[src/rtl/regfile_pkg.sv]
// Shared register-file constants and the writeback queue entry type.
package regfile_pkg;

    localparam int ADDR_W   = 5;
    localparam int DATA_W   = 64;
    localparam int NUM_REGS = 32;
    localparam logic [ADDR_W-1:0] ZERO_REG = 5'd31;

    typedef struct packed {
        logic [ADDR_W-1:0] addr;
        logic [DATA_W-1:0] data;
    } wb_entry_t;

endpackage

[src/rtl/wb_fifo.sv]
// DEPTH-entry FIFO of writeback entries; exposes its storage, per-slot valid
// mask and head pointer so the top level can search pending writes.
module wb_fifo
    import regfile_pkg::*;
#(
    parameter int DEPTH = 4
) (
    input  logic                     clk,
    input  logic                     rst_n,
    input  logic                     push,
    input  wb_entry_t                pushEntry,
    input  logic                     pop,
    output wb_entry_t                headEntry,
    output logic                     empty,
    output logic                     full,
    output logic [$clog2(DEPTH):0]   count,
    output wb_entry_t                entries [DEPTH],
    output logic [DEPTH-1:0]         validMask,
    output logic [$clog2(DEPTH)-1:0] headPtr
);

    localparam int PTR_W = $clog2(DEPTH);
    localparam int CNT_W = PTR_W + 1;

    wb_entry_t        mem [DEPTH];
    logic [PTR_W-1:0] tailPtr;
    logic [CNT_W-1:0] cnt;

    always_ff @(posedge clk or negedge rst_n) begin
        if (!rst_n) begin
            headPtr <= '0;
            tailPtr <= '0;
            cnt     <= '0;
        end else begin
            if (push) tailPtr <= tailPtr + 1'b1;
            if (pop)  headPtr <= headPtr + 1'b1;
            case ({push, pop})
                2'b10:   cnt <= cnt + 1'b1;
                2'b01:   cnt <= cnt - 1'b1;
                default: cnt <= cnt;
            endcase
        end
    end

    // Storage needs no reset: validity is tracked by the pointers and count.
    always_ff @(posedge clk) begin
        if (push) mem[tailPtr] <= pushEntry;
    end

    for (genvar i = 0; i < DEPTH; i++) begin : gValid
        logic [PTR_W-1:0] age;
        assign age          = PTR_W'(i) - headPtr;
        assign validMask[i] = ({1'b0, age} < cnt);
        assign entries[i]   = mem[i];
    end

    assign headEntry = mem[headPtr];
    assign empty     = (cnt == '0);
    assign full      = (cnt == CNT_W'(DEPTH));
    assign count     = cnt;

endmodule

[src/rtl/regfile_wb_queue.sv]
// Writeback sequencer for the regfile write port: arbitrates load/ALU requests,
// queues them in order, retires one per clock and forwards pending data.
// Optional macro WB_ZERO_REG_EN hardwires register 31 to zero.
module regfile_wb_queue
    import regfile_pkg::wb_entry_t;
    import regfile_pkg::ZERO_REG;
#(
    parameter int DEPTH  = 4,
    parameter int ADDR_W = regfile_pkg::ADDR_W,
    parameter int DATA_W = regfile_pkg::DATA_W
) (
    input  logic                   clk,
    input  logic                   rst_n,
    input  logic                   memValid,
    output logic                   memReady,
    input  logic [ADDR_W-1:0]      memAddr,
    input  logic [DATA_W-1:0]      memData,
    input  logic                   aluValid,
    output logic                   aluReady,
    input  logic [ADDR_W-1:0]      aluAddr,
    input  logic [DATA_W-1:0]      aluData,
    output logic                   write,
    output logic [ADDR_W-1:0]      wrAddr,
    output logic [DATA_W-1:0]      wrData,
    input  logic [ADDR_W-1:0]      fwdAddrA,
    input  logic [ADDR_W-1:0]      fwdAddrB,
    output logic                   fwdHitA,
    output logic                   fwdHitB,
    output logic [DATA_W-1:0]      fwdDataA,
    output logic [DATA_W-1:0]      fwdDataB,
    output logic [$clog2(DEPTH):0] count
);

    localparam int PTR_W = $clog2(DEPTH);

    logic             full;
    logic             empty;
    logic             memFire;
    logic             aluFire;
    logic             push;
    wb_entry_t        pushEntry;
    wb_entry_t        headEntry;
    wb_entry_t        entries [DEPTH];
    logic [DEPTH-1:0] validMask;
    logic [PTR_W-1:0] headPtr;
    logic [PTR_W-1:0] idx;

    // Ready depends on full only; a same-cycle pop does not free a slot early.
    assign memReady = !full;
    assign aluReady = !full && !memValid;
    assign memFire  = memValid && memReady;
    assign aluFire  = aluValid && aluReady;

    assign pushEntry.addr = memFire ? memAddr : aluAddr;
    assign pushEntry.data = memFire ? memData : aluData;

`ifdef WB_ZERO_REG_EN
    localparam logic [ADDR_W-1:0] ZERO_ADDR = ADDR_W'(ZERO_REG);
    // Writes to the zero register still handshake but never occupy a slot.
    assign push = (memFire || aluFire) && (pushEntry.addr != ZERO_ADDR);
`else
    assign push = memFire || aluFire;
`endif

    wb_fifo #(.DEPTH(DEPTH)) uFifo (
        .clk       (clk),
        .rst_n     (rst_n),
        .push      (push),
        .pushEntry (pushEntry),
        .pop       (!empty),
        .headEntry (headEntry),
        .empty     (empty),
        .full      (full),
        .count     (count),
        .entries   (entries),
        .validMask (validMask),
        .headPtr   (headPtr)
    );

    assign write  = !empty;
    assign wrAddr = empty ? '0 : headEntry.addr;
    assign wrData = empty ? '0 : headEntry.data;

    // Walk oldest to youngest so the last match seen is the youngest.
    always_comb begin
        fwdHitA  = 1'b0;
        fwdHitB  = 1'b0;
        fwdDataA = '0;
        fwdDataB = '0;
        idx      = '0;
        for (int k = 0; k < DEPTH; k++) begin
            idx = headPtr + PTR_W'(k);
            if (validMask[idx] && entries[idx].addr == fwdAddrA) begin
                fwdHitA  = 1'b1;
                fwdDataA = entries[idx].data;
            end
            if (validMask[idx] && entries[idx].addr == fwdAddrB) begin
                fwdHitB  = 1'b1;
                fwdDataB = entries[idx].data;
            end
        end
`ifdef WB_ZERO_REG_EN
        if (rst_n && fwdAddrA == ZERO_ADDR) begin
            fwdHitA  = 1'b1;
            fwdDataA = '0;
        end
        if (rst_n && fwdAddrB == ZERO_ADDR) begin
            fwdHitB  = 1'b1;
            fwdDataB = '0;
        end
`endif
    end

endmodule
[config.mk]
export PLATFORM = sky130hd
export DESIGN_NAME = regfile_wb_queue
export DESIGN_NICKNAME = d
export VERILOG_FILES = /design/src/rtl/regfile_pkg.sv /design/src/rtl/wb_fifo.sv /design/src/rtl/regfile_wb_queue.sv
export SDC_FILE = /design/constraint.sdc
export NUM_CORES = 1
export LEC_CHECK = 0
export CAP_MARGIN = 25
export CORE_MARGIN = 3
export CORE_UTILIZATION = 55
export CTS_CLUSTER_DIAMETER = 40
export DETAILED_ROUTE_END_ITERATION = 16
export GPL_TIMING_DRIVEN = 0
export HOLD_SLACK_MARGIN = 0.05
export PLACE_DENSITY_LB_ADDON = 0.05
export SKIP_CTS_REPAIR_TIMING = 1
export SLEW_MARGIN = 20
export SYNTH_ARGS = -nofsm -noshare
export SYNTH_HDL_FRONTEND = slang
export SYNTH_SLANG_ARGS = --single-unit
export TNS_END_PERCENT = 20
[constraint.sdc]
create_clock -name clk -period 6.15 [get_ports clk]
set_clock_uncertainty 0.1 [all_clocks]
set_input_delay 0.615 -clock clk [delete_from_list [all_inputs] [get_ports clk]]
set_output_delay 0.615 -clock clk [all_outputs]
set_load 0.005 [all_outputs]
==> results.cfg <==
[status]
outcome = completed

[route]
firstDrtPassIters = 7
via_per_inst = 6.67
drtIter0Drc = 2839
wl_per_cell_um = 26.0
drcViolationCount = 0
postRouteAntennaNets = 0
vias = 19800
routed_wl_um = 77300

[sta]
drv_slew = 0
fmax_mhz = 163
worst_slew_pin_slew_ns = 1.08
setup_viol = 0
timing.final.crit_share = 0.996
min_period_ns = 6.13
setup_slack_ns = 0.0216
rsz0062_at_grt = yes
whs_ns = 0.208
slew_headroom = 0.282
hold_viol = 0

[floorplanning]
dieWidth_um = 199
core_area_mm2 = 0.0367
dieArea_mm2 = 0.0397
die_y_um = 199
start_util = 0.560
ios = 357
rows = 70

[power_and_ir_drop]
p_sw_uw = 7310
p_seq_frac = 0.193
vdd_drop_max_mv = 0.381
powerDensity_mw_per_mm2 = 609
p_int_uw = 8990
swShare = 0.449
p_leak_uw = 0.0101
p_clk_frac = 0.164
combPwrFrac = 0.643

[grt]
met3_usage = 0.0786
grt_overflow = 0
antenna_found_initial = 1
top_usage_layer = met2
grt_pass1_vias = 19300
met2_usage = 0.584
grt_max_degree = 42
met1_usage = 0.499
grt_pass1_wl_um = 113000
track_usage = 0.376

[critical_path]
worstSetupEndpointType = output pin
cp.required_ns = 5.43
critical_path_class = register to output pin
worstSetupStartpoint = uFifo.headPtr[1]
crit_fanout = 10
reg2reg_from = uFifo.headPtr[0]
ff2ff_setup_slack_ns = 2.35
critPathArrivalTime_ns = 5.41
r2r_end = uFifo.headPtr[1]
start_kind = register
endpoint = fwdDataB[59]
reg2reg_depth = 10

[place]
numPortBuffers = 348
dpl.hpwl_um = 53800
place_area_mm2 = 0.0248
place_congestion = 1.00
pre_cts_ws_ns = -0.586
dp_cells = 2873

[logic_synthesis]
async_reset_ff_frac = 0.0247
ys_seq_area_frac = 0.412
yosysUniqueCellTypes = 55
synth_top_cell_by_area = edfxtp_1
synth_most_common_cell = nand2_1
netlist_top_cells_area = edfxtp_1 (40%), mux2i_1 (11%), mux2_2 (8.7%)
synth_edf_count = 276
syn-num-nets = 2212
ys_ff_latch = 283
synthCells = 2050
syn_area_mm2 = 0.0205
ys_top_cells_by_count = nand2_1 (280), edfxtp_1 (276), mux2i_1 (235), nor2_1 (200), mux2_2 (158)
synth_area_per_cell_um2 = 10.0
synth_top_area_frac = 0.403
synth_ff_type = edfxtp_1
yosysWarnings = 0

[final_layout]
fin_nets = 2624
stdcell_area_mm2 = 0.0268
drive_above_1_share = 0.175
final_cells = 2970
nFillCells = 2668
synthToLayoutAreaGrowth_pct = 30.3
final_core_util = 0.730

[clock_tree]
clockRootBuffer = clkbuf_16
clock_path_buffers = 3
h-tree-depth = 2
cts_tree = built
clkLatencyLatePin_ns = 0.57
cts_made_buffers = 48
clock_sinks = 283
clk_pin_slew_ns = 0.05

[hold_path]
hold_path_class = input pin to asynchronous set/reset pin

[run]
drv_cap = 0
## per-layer routing
metal  up-vias  share of wire
li1       8478              -
met1      9364           0.38
met2      1638           0.44
met3       327           0.13
met4         0          0.054
met5         -              0
## power groups by stage
stage | Clock [uW] | Sequential [uW] | Combinational, uW
6_report | 2670 | 3140 | 10500
2_1_floorplan | 0 | 3120 | 5760
3_3_place_gp | 0 | 3210 | 9730
3_5_place_dp | 0 | 3160 | 9950
4_1_cts | 2670 | 3130 | 10000
5_1_grt | 2780 | 3190 | 11000
## cell families (layout without fill, tap and decap cells)
| group | Yosys count | after routing | synth area share |
|---|---|---|---|
| DFF | 283 | 283 | 0.412 |
| buffers and inverters | 194 | 645 | 0.0438 |
| AOI/OAI and AO/OA | 450 | 450 | 0.161 |
| muxes | 404 | 404 | 0.212 |
| other | 0 | 1 | 0 |
| xor gates and xnor gates | 53 | 53 | 0.0226 |
| and+or+nand+nor | 656 | 656 | 0.142 |
| adders and majority gates | 10 | 10 | 0.00645 |
## through the flow
step                TNS (ns)  total power [uW]
floorplan                  0              8880
global placement      -47.22             12900
detailed placement    -37.41             13100
CTS                  -117.16             15800
global route          -0.188             17000
finish                     0             16300
## worst max-delay path, cell delays in order, from the launching register on
cell and delay, ns:
dfrtp_1 0.43, buf_12 0.15, buf_6 0.14, buf_6 0.19
buf_8 0.19, buf_8 0.19, buf_12 0.18, xnor2_1 0.17
inv_1 0.07, ha_1 0.31, nor3b_1 0.20, o21ai_0 0.10
o211ai_1 0.22, nand4_2 0.35, buf_6 0.29, clkbuf_1 0.37
o22a_1 0.30, a221oi_2 0.38, clkdlybuf4s50_1 0.58
## cell type report
class	count	area (um2)	share of cell area
multi-input combinational	1573	11400	0.426
sequential	283	8460	0.316
timing repair buffer	364	3720	0.139
clock buffer	51	1230	0.0461
buffer	181	956	0.0357
tap	468	586	0.0219
clock inverter	38	377	0.0141
inverter	11	41.3	0.00154
antenna	1	2.50	0.0000934
## how the worst min path moves through the flow
stage | slack [ns] | end | startpoint
finish | 0.21 | uFifo.tailPtr[1] | rst_n
global route | 0.23 | uFifo.count[0] | rst_n
detailed placement | 0.47 | uFifo.count[1] | uFifo.count[1]
CTS | 0.20 | uFifo.headPtr[0] | rst_n
floorplan | 0.22 | uFifo.count[0] | rst_n
global placement | 0.44 | uFifo.count[1] | uFifo.count[1]
## flip-flops by register name, summed over array words and instances, names as in the netlist
| register | flops |
|---|---|
| uFifo.tailPtr | 2 |
| uFifo.headPtr | 2 |
| uFifo.mem | 276 |
| uFifo.count | 3 |
## cell usage in the layout, fill, tap and decap left out, types with 11 or more instances in the layout
master,Yosys,final
buf_2,51,43
a221oi_1,53,38
xor2_1,14,14
clkbuf_16,0,49
inv_1,11,11
or3_1,14,14
nor2_1,200,199
mux2i_1,235,235
edfxtp_1,276,276
o21ai_0,149,148
nand3b_1,14,14
clkbuf_1,82,73
mux2_2,158,158
a221oi_2,51,61
o21a_1,15,15
a21oi_1,73,73
clkdlybuf4s50_1,0,335
nor3_1,22,21
buf_4,9,16
buf_1,31,28
buf_6,10,12
a31oi_1,13,13
inv_6,0,12
and2_1,50,46
xnor2_1,39,39
o22a_1,21,21
nand2_1,280,280
nor2b_1,46,45
a211oi_1,41,40
dlymetal6s2s_1,0,12
No activity file was read; power rests on OpenSTA's default activity.
